## src/rtl/i2c_target_regif_if.sv

```systemverilog
// I2C pin bundle for the register-interface target: pad inputs plus
// drive value/enable pairs for SCL and SDA.
interface i2c_target_regif_if;
    logic i2c_scl_i;
    logic i2c_scl_o;
    logic i2c_scl_e;
    logic i2c_sda_i;
    logic i2c_sda_o;
    logic i2c_sda_e;

    modport master (
        output i2c_scl_i, i2c_sda_i,
        input  i2c_scl_o, i2c_scl_e, i2c_sda_o, i2c_sda_e
    );

    modport slave (
        input  i2c_scl_i, i2c_sda_i,
        output i2c_scl_o, i2c_scl_e, i2c_sda_o, i2c_sda_e
    );
endinterface

```

## src/rtl/i2c_target_regif.sv

```systemverilog
// I2C target: 7-bit address match, 8-bit register pointer, byte-wide
// register write/read port with pointer auto-increment.
module i2c_target_regif #(
    parameter logic [6:0]  DEV_ADDR    = 7'h50,
    parameter int unsigned SYNC_STAGES = 2,
    parameter int unsigned HOLD_CYC    = 2
) (
    input  logic              clk,
    input  logic              reset,
    i2c_target_regif_if.slave i2c,
    output logic [7:0]        reg_addr,
    output logic [7:0]        reg_wdata,
    output logic              reg_wr,
    output logic              reg_rd,
    input  logic [7:0]        reg_rdata,
    output logic              busy
);
    localparam int unsigned HW = (HOLD_CYC < 2) ? 1 : $clog2(HOLD_CYC + 1);

    typedef enum logic [3:0] {
        IDLE, ADDR, ADDR_ACK, PTR, PTR_ACK, WDATA, WDATA_ACK, RDATA, RDATA_ACK
    } state_t;

    state_t                 state, state_n;
    logic [SYNC_STAGES-1:0] scl_sync, sda_sync;
    logic                   scl_d, sda_d, scl_s, sda_s;
    logic                   scl_rise, scl_fall, start_det, stop_det;
    logic [3:0]             bit_cnt, bit_cnt_n;
    logic [7:0]             shift, shift_n, rx_byte, reg_addr_n, reg_wdata_n;
    logic                   rw, rw_n, sda_e, sda_e_n, sda_pend, sda_pend_n, drv;
    logic                   reg_wr_n, reg_rd_n, busy_n;
    logic [HW-1:0]          hold_cnt, hold_cnt_n;

    assign i2c.i2c_scl_o = 1'b0;
    assign i2c.i2c_scl_e = 1'b0;
    assign i2c.i2c_sda_o = 1'b0;
    assign i2c.i2c_sda_e = sda_e;

    // Synchronizers and history flops reset to 1 so reset looks like an idle bus.
    always_ff @(posedge clk) begin
        if (reset) begin
            scl_sync <= '1;
            sda_sync <= '1;
            scl_d    <= 1'b1;
            sda_d    <= 1'b1;
        end else begin
            scl_sync <= {scl_sync[SYNC_STAGES-2:0], i2c.i2c_scl_i};
            sda_sync <= {sda_sync[SYNC_STAGES-2:0], i2c.i2c_sda_i};
            scl_d    <= scl_s;
            sda_d    <= sda_s;
        end
    end

    assign scl_s     = scl_sync[SYNC_STAGES-1];
    assign sda_s     = sda_sync[SYNC_STAGES-1];
    assign scl_rise  = scl_s & ~scl_d;
    assign scl_fall  = ~scl_s & scl_d;
    assign start_det = scl_s & scl_d & sda_d & ~sda_s;
    assign stop_det  = scl_s & scl_d & ~sda_d & sda_s;
    assign rx_byte   = {shift[6:0], sda_s};

    always_ff @(posedge clk) begin
        if (reset) begin
            state     <= IDLE;
            bit_cnt   <= '0;
            shift     <= '0;
            rw        <= 1'b0;
            sda_e     <= 1'b0;
            sda_pend  <= 1'b0;
            hold_cnt  <= '0;
            reg_addr  <= '0;
            reg_wdata <= '0;
            reg_wr    <= 1'b0;
            reg_rd    <= 1'b0;
            busy      <= 1'b0;
        end else begin
            state     <= state_n;
            bit_cnt   <= bit_cnt_n;
            shift     <= shift_n;
            rw        <= rw_n;
            sda_e     <= sda_e_n;
            sda_pend  <= sda_pend_n;
            hold_cnt  <= hold_cnt_n;
            reg_addr  <= reg_addr_n;
            reg_wdata <= reg_wdata_n;
            reg_wr    <= reg_wr_n;
            reg_rd    <= reg_rd_n;
            busy      <= busy_n;
        end
    end

    always_comb begin
        state_n     = state;
        bit_cnt_n   = bit_cnt;
        shift_n     = shift;
        rw_n        = rw;
        sda_e_n     = sda_e;
        sda_pend_n  = sda_pend;
        hold_cnt_n  = hold_cnt;
        reg_addr_n  = reg_addr;
        reg_wdata_n = reg_wdata;
        reg_wr_n    = 1'b0;
        reg_rd_n    = 1'b0;
        busy_n      = busy;
        drv         = 1'b0;

        if (reg_rd) shift_n = reg_rdata;
        if (reg_wr) reg_addr_n = reg_addr + 8'd1;

        // SDA changes are deferred HOLD_CYC clocks past the observed SCL fall.
        if (hold_cnt != '0) begin
            hold_cnt_n = hold_cnt - 1'b1;
            if (hold_cnt == HW'(1)) sda_e_n = sda_pend;
        end

        if (start_det) begin
            state_n    = ADDR;
            bit_cnt_n  = '0;
            shift_n    = '0;
            sda_e_n    = 1'b0;
            hold_cnt_n = '0;
            if (state == IDLE) busy_n = 1'b0;
        end else if (stop_det) begin
            state_n    = IDLE;
            sda_e_n    = 1'b0;
            hold_cnt_n = '0;
            busy_n     = 1'b0;
        end else if (scl_rise) begin
            case (state)
                ADDR, PTR, WDATA: begin
                    shift_n   = rx_byte;
                    bit_cnt_n = bit_cnt + 4'd1;
                    if (bit_cnt == 4'd7) begin
                        bit_cnt_n = '0;
                        if (state == ADDR) begin
                            if (rx_byte[7:1] == DEV_ADDR) begin
                                state_n = ADDR_ACK;
                                busy_n  = 1'b1;
                                rw_n    = rx_byte[0];
                            end else begin
                                state_n = IDLE;
                            end
                        end else if (state == PTR) begin
                            reg_addr_n = rx_byte;
                            state_n    = PTR_ACK;
                        end else begin
                            reg_wr_n    = 1'b1;
                            reg_wdata_n = rx_byte;
                            state_n     = WDATA_ACK;
                        end
                    end
                end
                ADDR_ACK: begin
                    bit_cnt_n = '0;
                    if (rw) begin
                        reg_rd_n = 1'b1;
                        state_n  = RDATA;
                    end else begin
                        state_n  = PTR;
                    end
                end
                PTR_ACK, WDATA_ACK: begin
                    bit_cnt_n = '0;
                    state_n   = WDATA;
                end
                RDATA: bit_cnt_n = bit_cnt + 4'd1;
                RDATA_ACK: begin
                    bit_cnt_n = '0;
                    if (!sda_s) begin
                        reg_rd_n = 1'b1;
                        state_n  = RDATA;
                    end else begin
                        state_n  = IDLE;
                    end
                end
                default: ;
            endcase
        end else if (scl_fall) begin
            case (state)
                ADDR_ACK, PTR_ACK, WDATA_ACK: drv = 1'b1;
                RDATA: begin
                    if (bit_cnt == 4'd8) begin
                        state_n    = RDATA_ACK;
                        reg_addr_n = reg_addr + 8'd1;
                    end else begin
                        drv     = ~shift[7];
                        shift_n = {shift[6:0], 1'b0};
                    end
                end
                default: drv = 1'b0;
            endcase
            if (HOLD_CYC == 0) begin
                sda_e_n = drv;
            end else begin
                sda_pend_n = drv;
                hold_cnt_n = HW'(HOLD_CYC);
            end
        end
    end
endmodule
```

## src/flat_wrapper.sv

```systemverilog
// flat-port wrapper written by rule: the top's interface ports become plain ports
module i2c_target_regif_flat 
#(
    parameter logic [6:0]  DEV_ADDR    = 7'h50,
    parameter int unsigned SYNC_STAGES = 2,
    parameter int unsigned HOLD_CYC    = 2
)
  (clk, reset, reg_addr, reg_wdata, reg_wr, reg_rd, reg_rdata, busy, i2c_i2c_scl_i, i2c_i2c_sda_i, i2c_i2c_scl_o, i2c_i2c_scl_e, i2c_i2c_sda_o, i2c_i2c_sda_e);
  i2c_target_regif_if i2c_i ();
  input  logic clk;
  input  logic reset;
  output logic [7:0] reg_addr;
  output logic [7:0] reg_wdata;
  output logic reg_wr;
  output logic reg_rd;
  input  logic [7:0] reg_rdata;
  output logic busy;
  input wire logic [$bits(i2c_i.i2c_scl_i)-1:0] i2c_i2c_scl_i;
  input wire logic [$bits(i2c_i.i2c_sda_i)-1:0] i2c_i2c_sda_i;
  output wire logic [$bits(i2c_i.i2c_scl_o)-1:0] i2c_i2c_scl_o;
  output wire logic [$bits(i2c_i.i2c_scl_e)-1:0] i2c_i2c_scl_e;
  output wire logic [$bits(i2c_i.i2c_sda_o)-1:0] i2c_i2c_sda_o;
  output wire logic [$bits(i2c_i.i2c_sda_e)-1:0] i2c_i2c_sda_e;
  assign i2c_i.i2c_scl_i = i2c_i2c_scl_i;
  assign i2c_i.i2c_sda_i = i2c_i2c_sda_i;
  assign i2c_i2c_scl_o = i2c_i.i2c_scl_o;
  assign i2c_i2c_scl_e = i2c_i.i2c_scl_e;
  assign i2c_i2c_sda_o = i2c_i.i2c_sda_o;
  assign i2c_i2c_sda_e = i2c_i.i2c_sda_e;
  i2c_target_regif #(.DEV_ADDR(DEV_ADDR), .SYNC_STAGES(SYNC_STAGES), .HOLD_CYC(HOLD_CYC)) u_core (.clk(clk), .reset(reset), .i2c(i2c_i), .reg_addr(reg_addr), .reg_wdata(reg_wdata), .reg_wr(reg_wr), .reg_rd(reg_rd), .reg_rdata(reg_rdata), .busy(busy));
endmodule
```

## config.mk

```make
export PLATFORM = sky130hd
export DESIGN_NAME = i2c_target_regif_flat
export DESIGN_NICKNAME = d
export VERILOG_FILES = /design/src/rtl/i2c_target_regif_if.sv /design/src/rtl/i2c_target_regif.sv /design/src/flat_wrapper.sv
export SDC_FILE = /design/constraint.sdc
export NUM_CORES = 1
export LEC_CHECK = 0
export CORE_ASPECT_RATIO = 1.4
export CORE_UTILIZATION = 30
export CTS_BUF_LIST = sky130_fd_sc_hd__clkbuf_4 sky130_fd_sc_hd__clkbuf_8
export CTS_CLUSTER_DIAMETER = 120
export CTS_CLUSTER_SIZE = 40
export DETAILED_ROUTE_END_ITERATION = 10
export GPL_TIMING_DRIVEN = 0
export PLACE_DENSITY = 0.52
export SETUP_SLACK_MARGIN = 0.5
export SYNTH_ARGS = -nofsm -noshare
export SYNTH_HDL_FRONTEND = slang
export SYNTH_SLANG_ARGS = --single-unit
```

## constraint.sdc

```tcl
create_clock -name clk -period 1.89 [get_ports clk]
set_input_delay 0.378 -clock clk [delete_from_list [all_inputs] [get_ports clk]]
set_output_delay 0.378 -clock clk [all_outputs]
set_load 0.02 [all_outputs]
```

==> summary.txt <==
Floorplan
  – IO Count: 35
  – Die area: ~9300 um^2
  – Initial Util: 0.310
  – Die W: 81.7 um
  – Die Ht: 114 um
  – Core footprint: 8610 um^2
  – # rows: 40

Placement
  – Post-DP HPWL: between 5000 and 6000 um
  – # placed instances: 450
  – Placed cell areas: 3280 um^2
  – RePlAce Congestion: 0.871
  – Number of port buffers: 31
  – Pre-CTS setup slack: -0.415 ns

Synthesis
  – Synth Instances: 312
  – Yosys reg bits: between 40 and 50
  – Synth Area in Compound Gates: 0.171
  – Register area share after synthesis: 0.346
  – Synthesis Warnings: 0
  – Largest family of logic cells by synthesized area: simple AND/OR/NAND/NOR gates
  – Synth Flop Type: dfxtp_1
  – Ys async rst share: 0
  – Mapped cell area: 2670 um^2
  – Synthesized area per cell: 8.54 um^2
  – Post-synthesis xor/xnor area fraction: 0.0394
  – Mux share of post-synthesis cell area: 0.117
  – Post-synth EDFFs: 0
  – Adder-cell area share of the yosys netlist: 0.0329
  – Synth Area in Simple Gates: 0.247
  – Post-synth cell types: 60

GRT
  – Vias in the first global route: 2519
  – First-pass GRT wire length: 12300 um
  – Initial antenna violation count: 0
  – Largest net degree at the start of global routing: 14
  – GR Util All Layers: 0.177
  – Gr ovfl total: 0

Cells and area
  – ANT cells: 0
  – Layout cells sized above 1: 0.399
  – Layout Utilization: 0.461
  – Commonest non-fill, non-tap cell in the layout: buf_4
  – Fillers: 839
  – Layout Nets: about 410
  – Area growth, synth to finish: 48.9%
  – Most frequent cells in the layout: buf_4 (35), nor2_1 (30), dfxtp_1 (29)
  – Final instance area: 3970 um^2
  – Final Non-Filler Cells: 493

Clocking
  – Htree depth: 2
  – CTS root buffer: clkbuf_8
  – Skew-Pair Late Insertion Delay: just over 0.3 ns
  – Worst-path clk slew: approximately 0.090 ns
  – TritonCTS clock tree: built
  – CTS buffer count: 5
  – Max clock buf depth: 2
  – Clk sinks: 46
  – Post-CTS Hold Buffers: 0

Worst setup path
  – Crit Path Category: reg2reg
  – Depth of the worst register-to-register path: 6
  – Crit path to: u_core.state[1]
  – Critical path capture point type: flop
  – Crit path max fanout: 4
  – Req. time, crit path: 2.13 ns
  – Worst setup path startpoint: u_core.bit_cnt[1]
  – R2R setup slack: 0.08 ns
  – Worst-path cell chain: ha_4, and3b_2, and2_4, a21oi_2, or4_4, o2bb2ai_2
  – RR Endpoint: u_core.state[1]
  – Family with the most delay on the worst path: simple AND/OR/NAND/NOR gates
  – CP Buf/Inv Count: 0
  – Worst path slowest cell: or4_4
  – Reg2Reg Launch Point: u_core.bit_cnt[1]
  – Largest stage delay, worst path: 0.54 ns
  – Worst setup SP type: flop
  – WP data arrival: 2.05 ns
  – Stages on worst setup path: 6

STA
  – FMAX: 553 MHz
  – Crit path time final: 1.81 ns
  – Final setup margin: 0.0806 ns
  – Slew @ Worst Pin: 0.528 ns
  – Hold Slack: 0.413 ns
  – Final-report hold violation count: 0
  – RSZ-0062 raised after global routing: true
  – Final Slew Violations: 0
  – Clock Skew: ~0.0048 ns
  – Endpoints failing setup: 0
  – Fin Setup TNS: 0 ns
  – Slew Limit Headroom: 0.648
  – Final Cycle Share: 0.957

Detailed routing
  – Routed length per instance: 15.7 um
  – 1st-pass router iterations: 4
  – Remaining DRCs: 0
  – Total wire length: 7760 um
  – Iteration-0 DRC Markers: 63
  – Vias after detailed routing: about 2600
  – Antenna Violating Nets Remaining: 0
  – DR vias/cell: 5.21

Worst hold path
  – Worst Hold Class: reg2reg

Power
  – Final Power: between 2 and 2.5 mW
  – PwrDens: 518 nW/um^2
  – Peak supply drop: around 0.29 mV
  – Leakage: about 1.5 nW

Outcome
  – Status: completed

Run
  – Max-Cap Viols: 0
where the power goes:
part	switching, mW	total, mW	internal (mW)
logic	0.146	0.284	0.138
registers	0.0195	0.995	0.976
clock network	0.353	0.778	0.425
total	0.518	2.06	1.54
logic make-up after synthesis:
logic type	count (synthesis)
fa+ha+maj	7
buf+inv	28
mux	30
simple gates	123
compound gates	65
flops	46
xor+xnor	12
other cells	1
final cells by class:
class	count	area [um^2]	share of cell area
clock inverter	1	30.0	0.00757
sequential	46	972	0.245
clock buffer	7	83.8	0.0211
inverter	9	40.0	0.0101
multi-input combinational	240	1950	0.491
buffer	19	169	0.0426
timing repair buffer	66	593	0.149
tap	105	131	0.0331
worst register-to-register path: cells and delay by family (launching register included):
family	cells	cell delay, ns
adder cells (fa/ha/maj)	1	0.13
AND/OR/NAND/NOR	3	1.00
AO/OA/AOI/OAI	2	0.22
flip-flops	1	0.39
how the worst min path moves through the flow:
stage | end | slack [ns] | startpoint | depth (start not counted)
2_1_floorplan | u_core.scl_sync[1] | 0.39 | u_core.scl_sync[0] | 1
6_report | u_core.sda_sync[1] | 0.41 | u_core.sda_sync[0] | 1
3_5_place_dp | u_core.sda_sync[1] | 0.39 | u_core.sda_sync[0] | 1
5_1_grt | u_core.sda_sync[1] | 0.43 | u_core.sda_sync[0] | 1
3_3_place_gp | u_core.scl_sync[1] | 0.39 | u_core.scl_sync[0] | 1
4_1_cts | u_core.sda_sync[1] | 0.42 | u_core.sda_sync[0] | 1
per-layer routing:
metal | part of all wire | GRT usage | vias to the layer above
met4 | 0.033 | 0.0901 | 0
met1 | 0.40 | 0.190 | 1237
li1 | - | - | 1263
met5 | 0 | 0 | -
met2 | 0.54 | 0.322 | 52
met3 | 0.029 | 0.0288 | 17
Yosys cell counts, types with 5 or more instances:
cell | n | share of area
nand4_1 | 6 | 0.014
and3_1 | 5 | 0.012
xnor2_1 | 8 | 0.026
nand3_1 | 7 | 0.013
or2_2 | 5 | 0.012
and2_1 | 5 | 0.012
nor3_1 | 5 | 0.0094
nor2_1 | 33 | 0.046
ha_1 | 7 | 0.033
a21oi_1 | 16 | 0.030
inv_1 | 9 | 0.013
dfxtp_1 | 46 | 0.35
nand2_1 | 26 | 0.037
o21ai_0 | 10 | 0.019
mux2i_1 | 21 | 0.079
clkbuf_1 | 10 | 0.014
nor2b_1 | 7 | 0.016
a31oi_1 | 5 | 0.012
mux2_2 | 9 | 0.038
buf_2 | 5 | 0.0094
registers in the layout, summed over array words and instances (netlist names), 2 cells and up:
signal and count:
u_core.shift 8, u_core.hold_cnt 2, u_core.reg_addr 8, u_core.sda_sync 2, u_core.bit_cnt 4, u_core.reg_wdata 8
u_core.scl_sync 2, u_core.state 4
what timing repair did:
| action | 4_1_cts | 5_1_grt |
|---|---|---|
| buffers inserted | 25 | 10 |
| pin swaps | 16 | 22 |
| resized for setup | 83 | 41 |
| hold endpoints to repair | 0 | 0 |
| endpoints found under the setup margin | 60 | 53 |
Power figures use the tool's default switching activity.
